[src/rtl/pads_cfg_pkg.sv]
// Shared constants, state encoding and chain packing for the pad configuration sequencer.
package pads_cfg_pkg;

  localparam int NUM_PADS   = 44;
  localparam int CFG_BITS   = 2;
  localparam int CHAIN_LEN  = NUM_PADS * CFG_BITS;
  localparam int IDX_W      = 6;
  localparam int BIT_CNT_W  = $clog2(CHAIN_LEN + 1);

  // Per-pad field positions inside a CFG_BITS-wide configuration word.
  localparam int CFG_IO_BIT = 0;
  localparam int CFG_EN_BIT = 1;

  localparam logic [NUM_PADS-1:0] RST_IO = 44'h38FFFC00042;
  localparam logic [NUM_PADS-1:0] RST_EN = {NUM_PADS{1'b1}};

  typedef enum logic [1:0] {
    ST_IDLE  = 2'd0,
    ST_SHIFT = 2'd1,
    ST_LOAD  = 2'd2,
    ST_DONE  = 2'd3
  } state_e;

  // Chain is shifted MSB first, so pad NUM_PADS-1 en lands in the top bit.
  function automatic logic [CHAIN_LEN-1:0] pack_chain(input logic [NUM_PADS-1:0] io,
                                                      input logic [NUM_PADS-1:0] en);
    logic [CHAIN_LEN-1:0] c;
    c = '0;
    for (int i = 0; i < NUM_PADS; i++) begin
      c[i*CFG_BITS + CFG_IO_BIT] = io[i];
      c[i*CFG_BITS + CFG_EN_BIT] = en[i];
    end
    return c;
  endfunction

endpackage

[src/rtl/pads_cfg_sclk_gen.sv]
// Divided serial clock phase generator: a CLK_DIV counter toggling a low/high phase.
module pads_cfg_sclk_gen #(
  parameter int CLK_DIV = 4
) (
  input  logic clk,
  input  logic resetb,
  input  logic en_i,
  output logic phase_hi_o,
  output logic phase_tick_o,
  output logic bit_tick_o
);

  localparam int CNT_W = (CLK_DIV > 1) ? $clog2(CLK_DIV) : 1;

  logic [CNT_W-1:0] cnt_q, cnt_d;
  logic             phase_q, phase_d;
  logic             wrap;

  assign wrap = (cnt_q == CNT_W'(CLK_DIV - 1));

  // Disabled means parked at the start of a low phase, ready for the next bit.
  always_comb begin
    cnt_d   = cnt_q;
    phase_d = phase_q;
    if (!en_i) begin
      cnt_d   = '0;
      phase_d = 1'b0;
    end else if (wrap) begin
      cnt_d   = '0;
      phase_d = ~phase_q;
    end else begin
      cnt_d   = cnt_q + CNT_W'(1);
    end
  end

  always_ff @(posedge clk or negedge resetb) begin
    if (!resetb) begin
      cnt_q   <= '0;
      phase_q <= 1'b0;
    end else begin
      cnt_q   <= cnt_d;
      phase_q <= phase_d;
    end
  end

  assign phase_hi_o   = phase_q;
  assign phase_tick_o = en_i && wrap;
  assign bit_tick_o   = en_i && wrap && phase_q;

endmodule

[src/rtl/pads_cfg_seq.sv]
// Pad configuration shadow and serial chain sequencer (shift, then load strobe).
// Optional PADS_CFG_AUTOLOAD_EN: apply the reset shadow once automatically after reset.
module pads_cfg_seq
  import pads_cfg_pkg::*;
#(
  parameter int CLK_DIV = 4
) (
  input  logic                clk,
  input  logic                resetb,
  input  logic                wr_en,
  input  logic [IDX_W-1:0]    wr_idx,
  input  logic [CFG_BITS-1:0] wr_cfg,
  output logic                wr_err,
  input  logic                apply_req,
  output logic                busy,
  output logic                done,
  output logic                serial_clk,
  output logic                serial_data,
  output logic                serial_load,
  output logic [NUM_PADS-1:0] cnfg_io,
  output logic [NUM_PADS-1:0] cnfg_en,
  output logic [1:0]          dbg_state
);

`ifdef PADS_CFG_AUTOLOAD_EN
  localparam logic PENDING_RST = 1'b1;
`else
  localparam logic PENDING_RST = 1'b0;
`endif

  state_e                 state_q, state_d;
  logic [NUM_PADS-1:0]    io_q, io_d;
  logic [NUM_PADS-1:0]    en_q, en_d;
  logic [CHAIN_LEN-1:0]   chain_q, chain_d;
  logic [BIT_CNT_W-1:0]   bit_cnt_q, bit_cnt_d;
  logic                   pending_q, pending_d;
  logic                   wr_err_q, wr_err_d;

  logic                   wr_ok;
  logic                   start;
  logic                   last_bit;
  logic                   sclk_en;
  logic                   phase_hi;
  logic                   phase_tick;
  logic                   bit_tick;

  pads_cfg_sclk_gen #(
    .CLK_DIV (CLK_DIV)
  ) u_sclk_gen (
    .clk          (clk),
    .resetb       (resetb),
    .en_i         (sclk_en),
    .phase_hi_o   (phase_hi),
    .phase_tick_o (phase_tick),
    .bit_tick_o   (bit_tick)
  );

  assign wr_ok    = wr_en && (wr_idx < IDX_W'(NUM_PADS));
  assign start    = (state_q == ST_IDLE) && (apply_req || pending_q);
  assign last_bit = (bit_cnt_q == BIT_CNT_W'(CHAIN_LEN - 1));

  // Shadow writes are accepted in every state; the chain register is a separate copy.
  always_comb begin
    io_d     = io_q;
    en_d     = en_q;
    wr_err_d = wr_en && !wr_ok;
    if (wr_ok) begin
      io_d[wr_idx] = wr_cfg[CFG_IO_BIT];
      en_d[wr_idx] = wr_cfg[CFG_EN_BIT];
    end
  end

  always_ff @(posedge clk or negedge resetb) begin
    if (!resetb) begin
      state_q <= ST_IDLE;
    end else begin
      state_q <= state_d;
    end
  end

  always_comb begin
    state_d = state_q;
    case (state_q)
      ST_IDLE:  if (start) state_d = ST_SHIFT;
      ST_SHIFT: if (bit_tick && last_bit) state_d = ST_LOAD;
      ST_LOAD:  if (phase_tick) state_d = ST_DONE;
      ST_DONE:  state_d = ST_IDLE;
      default:  state_d = ST_IDLE;
    endcase
  end

  always_comb begin
    busy        = 1'b0;
    done        = 1'b0;
    serial_clk  = 1'b0;
    serial_data = 1'b0;
    serial_load = 1'b0;
    sclk_en     = 1'b0;
    case (state_q)
      ST_SHIFT: begin
        busy        = 1'b1;
        sclk_en     = 1'b1;
        serial_clk  = phase_hi;
        serial_data = chain_q[CHAIN_LEN-1];
      end
      ST_LOAD: begin
        busy        = 1'b1;
        sclk_en     = 1'b1;
        serial_load = 1'b1;
      end
      ST_DONE: begin
        done        = 1'b1;
      end
      default: begin
        busy        = 1'b0;
      end
    endcase
  end

  // Snapshot takes the next-state shadow so a same-cycle write is included.
  always_comb begin
    chain_d   = chain_q;
    bit_cnt_d = bit_cnt_q;
    pending_d = pending_q;
    if (start) begin
      chain_d   = pack_chain(io_d, en_d);
      bit_cnt_d = '0;
      pending_d = 1'b0;
    end else begin
      if (apply_req && (state_q != ST_IDLE)) begin
        pending_d = 1'b1;
      end
      if ((state_q == ST_SHIFT) && bit_tick) begin
        chain_d   = {chain_q[CHAIN_LEN-2:0], 1'b0};
        bit_cnt_d = bit_cnt_q + BIT_CNT_W'(1);
      end
    end
  end

  always_ff @(posedge clk or negedge resetb) begin
    if (!resetb) begin
      io_q      <= RST_IO;
      en_q      <= RST_EN;
      chain_q   <= '0;
      bit_cnt_q <= '0;
      pending_q <= PENDING_RST;
      wr_err_q  <= 1'b0;
    end else begin
      io_q      <= io_d;
      en_q      <= en_d;
      chain_q   <= chain_d;
      bit_cnt_q <= bit_cnt_d;
      pending_q <= pending_d;
      wr_err_q  <= wr_err_d;
    end
  end

  assign wr_err    = wr_err_q;
  assign cnfg_io   = io_q;
  assign cnfg_en   = en_q;
  assign dbg_state = state_q;

endmodule

[config.mk]
export PLATFORM = sky130hd
export DESIGN_NAME = pads_cfg_seq
export DESIGN_NICKNAME = d
export VERILOG_FILES = /design/src/rtl/pads_cfg_pkg.sv /design/src/rtl/pads_cfg_sclk_gen.sv /design/src/rtl/pads_cfg_seq.sv
export SDC_FILE = /design/constraint.sdc
export NUM_CORES = 1
export LEC_CHECK = 0
export ABC_AREA = 1
export CAP_MARGIN = 0
export CORE_AREA = 4 4 158 160
export CTS_CLUSTER_DIAMETER = 80
export DETAILED_ROUTE_END_ITERATION = 10
export DIE_AREA = 0 0 162 164
export HOLD_SLACK_MARGIN = 0.12
export PLACE_DENSITY = 0.72
export SYNTH_ARGS = -nofsm -noshare
export SYNTH_HDL_FRONTEND = slang
export SYNTH_SLANG_ARGS = --single-unit
[constraint.sdc]
create_clock -name clk -period 1.9 [get_ports clk]
set_input_delay 0.475 -clock clk [delete_from_list [all_inputs] [get_ports clk]]
set_output_delay 0.475 -clock clk [all_outputs]
set_load 0.05 [all_outputs]
==> impl_results.md <==
* R2R cell count at 9
* Final Cell Area at 13300 sq um
* Deepest clock path buffer count at 2
* CP Launch Point: dbg_state[0]
* Distinct cells, synth at 31
* Gr usage total at 20.1%
* Initial core utilization at 41.6%
* Crit. End Element: output pin
* Row cnt at 56
* First-pass GRT wire length at 42400 um
* Synth area leader: dfrtp_1
* Crit path kind: reg -> out
* Reg2reg end: chain_q[36]
* Initial antenna violation count at 2
* Worst R2R Start: dbg_state[0]
* Routed WL per cell at 16.8 um
* Placed Cells at 1692
* Placement-stage cell area at 12200 sq um
* Final worst setup slack at -0.0129 ns
* Mean Syn Cell Area at 7.81 sq um
* Outcome: finished with violations
* Syn nets at 1265
* DR pass1 iterations at 5
* Total number of yosys warnings at 0
* Routing usage on met2 at 33.9%
* Fillers at 2027
* Final ANT Viol Nets at 0
* RePlAce Congestion at 0.812
* Vias per cell at 5.05
* Final setup viols at 3
* Post-synth EDFFs at 0
* F_max at 523 MHz
* Worst setup path end: serial_clk
* Die area at 26600 sq um
* Largest net degree at the start of global routing at 47
* Root buffer cell: clkbuf_16
* DRC Markers at 0
* WL final at 29400 um
* Tightest hold margin at 0.440 ns
* Vias in the first global route at 8391
* GRT Max-Usage Layer: met2
* Clk_skew at 0.00970 ns
* Fin crit period at 1.91 ns
* Layout area overhead at 36.9%
* Startpoint types: flip-flop
* Worst Path Max Fanout at 5
* CTS tree: done
* CORE AREA at 23400 sq um
* Nets at 1438
* Post-route setup TNS at -0.0271 ns
* Seq/Total Area, Yosys at 49.7%
* Dominant synthesized flop cell: dfrtp_1
* Post-synth ARST share at 100%
* Endpoints failing hold at 0
* # IOs at 108
* Final non-filler cell total at 1752
* GR met1 Demand/Resource at 25.8%
* Violated checks: negative setup slack
* Grt ovf at 0
* M3 GR Usage at 4.49%
* MaxCap Viol Count at 0
* CTS Buf Count at 17
* Post-Syn Instances at 1246
* Tightest Pin Transition at 0.615 ns
* Maximum VDD drop at 0.00157 V
* Synth top area share at 32.7%
* H-tree lvl count at 4
* Leak at 0.00675 uW
* TritonCTS sink count at 190
* Clock-pin slew on the worst setup and hold paths at 0.06 ns
* Chip width at 162 um
* Critical Path RT at 1.42 ns
* Detail Placement HPWL at 17700 um
* Synth area leaders: dfrtp_1 (33%), dfstp_2 (17%), nand2_1 (13%), inv_1 (11%), o22ai_1 (5.5%)
* R2r setup slk at 0 ns
* RSZ-0062 raised after global routing: yes
* Fin crit share at 101%
* FF+latch count, synth at 190
* Post-Syn Area at 9730 sq um
* Crit path DAT at 1.44 ns
* Clk_lat worst skew at 0.44 ns
* Drt initial violations at 700
* Fin. max-slew vios at 0
* DR vias at 8850
* Pwr Density at 1320 nW/um^2
* Layout cells sized above 1 at 24.4%
* Die Ht at 164 um
* Pwr Total at 17600 uW
* Worst slew margin at 58.8%
* Hold Path Class: reg -> reg
* Port Buf Inserts at 107
-- repair_timing --
action                                 CTS  global route
setup buffers                            2             4
endpoints found under the hold margin   27             0
hold buffers                             1             0
gates resized for setup                  5            23
pin swaps                                1             3
gates cloned                             0            20
setup endpoints to repair                2            80
-- registers in the layout, indices dropped and copies added, names as in the netlist --
| name | count |
|---|---|
| chain_q | 88 |
| cnfg_en | 44 |
| cnfg_io | 44 |
| bit_cnt_q | 7 |
| dbg_state | 2 |
| u_sclk_gen.cnt_q | 2 |
| pending_q | 1 |
| u_sclk_gen.phase_hi_o | 1 |
| wr_err | 1 |
-- power breakdown --
| group | internal, uW | switching (uW) |
|---|---|---|
| Sequential | 5420 | 606 |
| Combinational | 3420 | 4600 |
| Clock | 2010 | 1560 |
-- cell type report --
cell class,count,area (sq um),area share [%]
Multi-Input combinational cell,706,3610,27.1
Tap cell,319,399,3.00
Antenna cell,1,2.50,0.0188
Clock inverter,7,88.8,0.667
Clock buffer,25,475,3.57
Sequential cell,190,4840,36.3
Inverter,308,1170,8.80
Timing Repair Buffer,196,2730,20.5
-- layout by cell type, fill, tap and decap left out, drive strengths merged, types with 22 or more instances in the layout --
master / n
nand2: 335
inv: 307
buf: 176
dfrtp: 127
nand3: 98
o22ai: 85
nor2: 70
dfstp: 63
clkbuf: 34
o21a: 33
o21bai: 33
and2: 22
-- critical path, stage by stage (launching register included) --
cell	delay, ns
dfrtp_2	0.44
buf_6	0.13
ha_4	0.17
nand2_4	0.08
inv_4	0.04
buf_12	0.13
-- cell usage after synthesis, types with 2 or more instances --
cell      count
nand2_1     330
inv_1       277
dfrtp_1     127
nand3_1      96
o22ai_1      85
dfstp_2      63
nor2_1       53
o21a_1       33
o21bai_1     33
inv_2        29
and2_1       22
nor2_2       16
clkbuf_1     12
buf_2        11
buf_6        10
buf_1         8
a21oi_1       7
ha_1          7
o21ai_0       5
buf_4         3
nor3_1        3
clkinv_1      2
nand2_2       2
nand3_2       2
nand4_1       2
nor3_4        2
o21ai_1       2
-- routing by layer --
layer | vias to the layer above | share of wire (%)
li1 | 4157 | -
met1 | 4238 | 41
met2 | 395 | 47
met3 | 58 | 9.1
met4 | 2 | 2.5
met5 | - | 0.037
-- cell families (layout without fill, tap and decap cells) --
family / Yosys count / count (layout) / share of synthesized area, %
flops: 190 / 190 / 49.7
fa+ha+maj: 7 / 7 / 0.901
simple gates: 531 / 533 / 23.4
buf+inv: 352 / 536 / 14.6
other cells: 0 / 1 / 0
compound gates: 166 / 166 / 11.4
-- worst min path at each step --
stage	start	endpoint	slack, ns	cells after the start
after CTS	u_sclk_gen.cnt_q[0]	u_sclk_gen.cnt_q[0]	0.44	1
after floorplan	resetb	bit_cnt_q[0]	0.18	0
after global placement	u_sclk_gen.cnt_q[0]	u_sclk_gen.cnt_q[0]	0.42	1
final	u_sclk_gen.cnt_q[0]	u_sclk_gen.cnt_q[0]	0.44	1
after global routing	u_sclk_gen.cnt_q[0]	u_sclk_gen.cnt_q[0]	0.47	1
after detailed placement	u_sclk_gen.cnt_q[0]	u_sclk_gen.cnt_q[0]	0.43	1
-- metrics by stage --
step | setup slack (ns) | util [%]
floorplan | -0.0872 | -
global route | -0.0571 | 56.9
CTS | -0.00752 | 54.7
detailed placement | -0.328 | 52.2
finish | -0.0129 | 56.9
global placement | -0.283 | 52.2
Note: power is estimated with default switching activity, not from simulation.
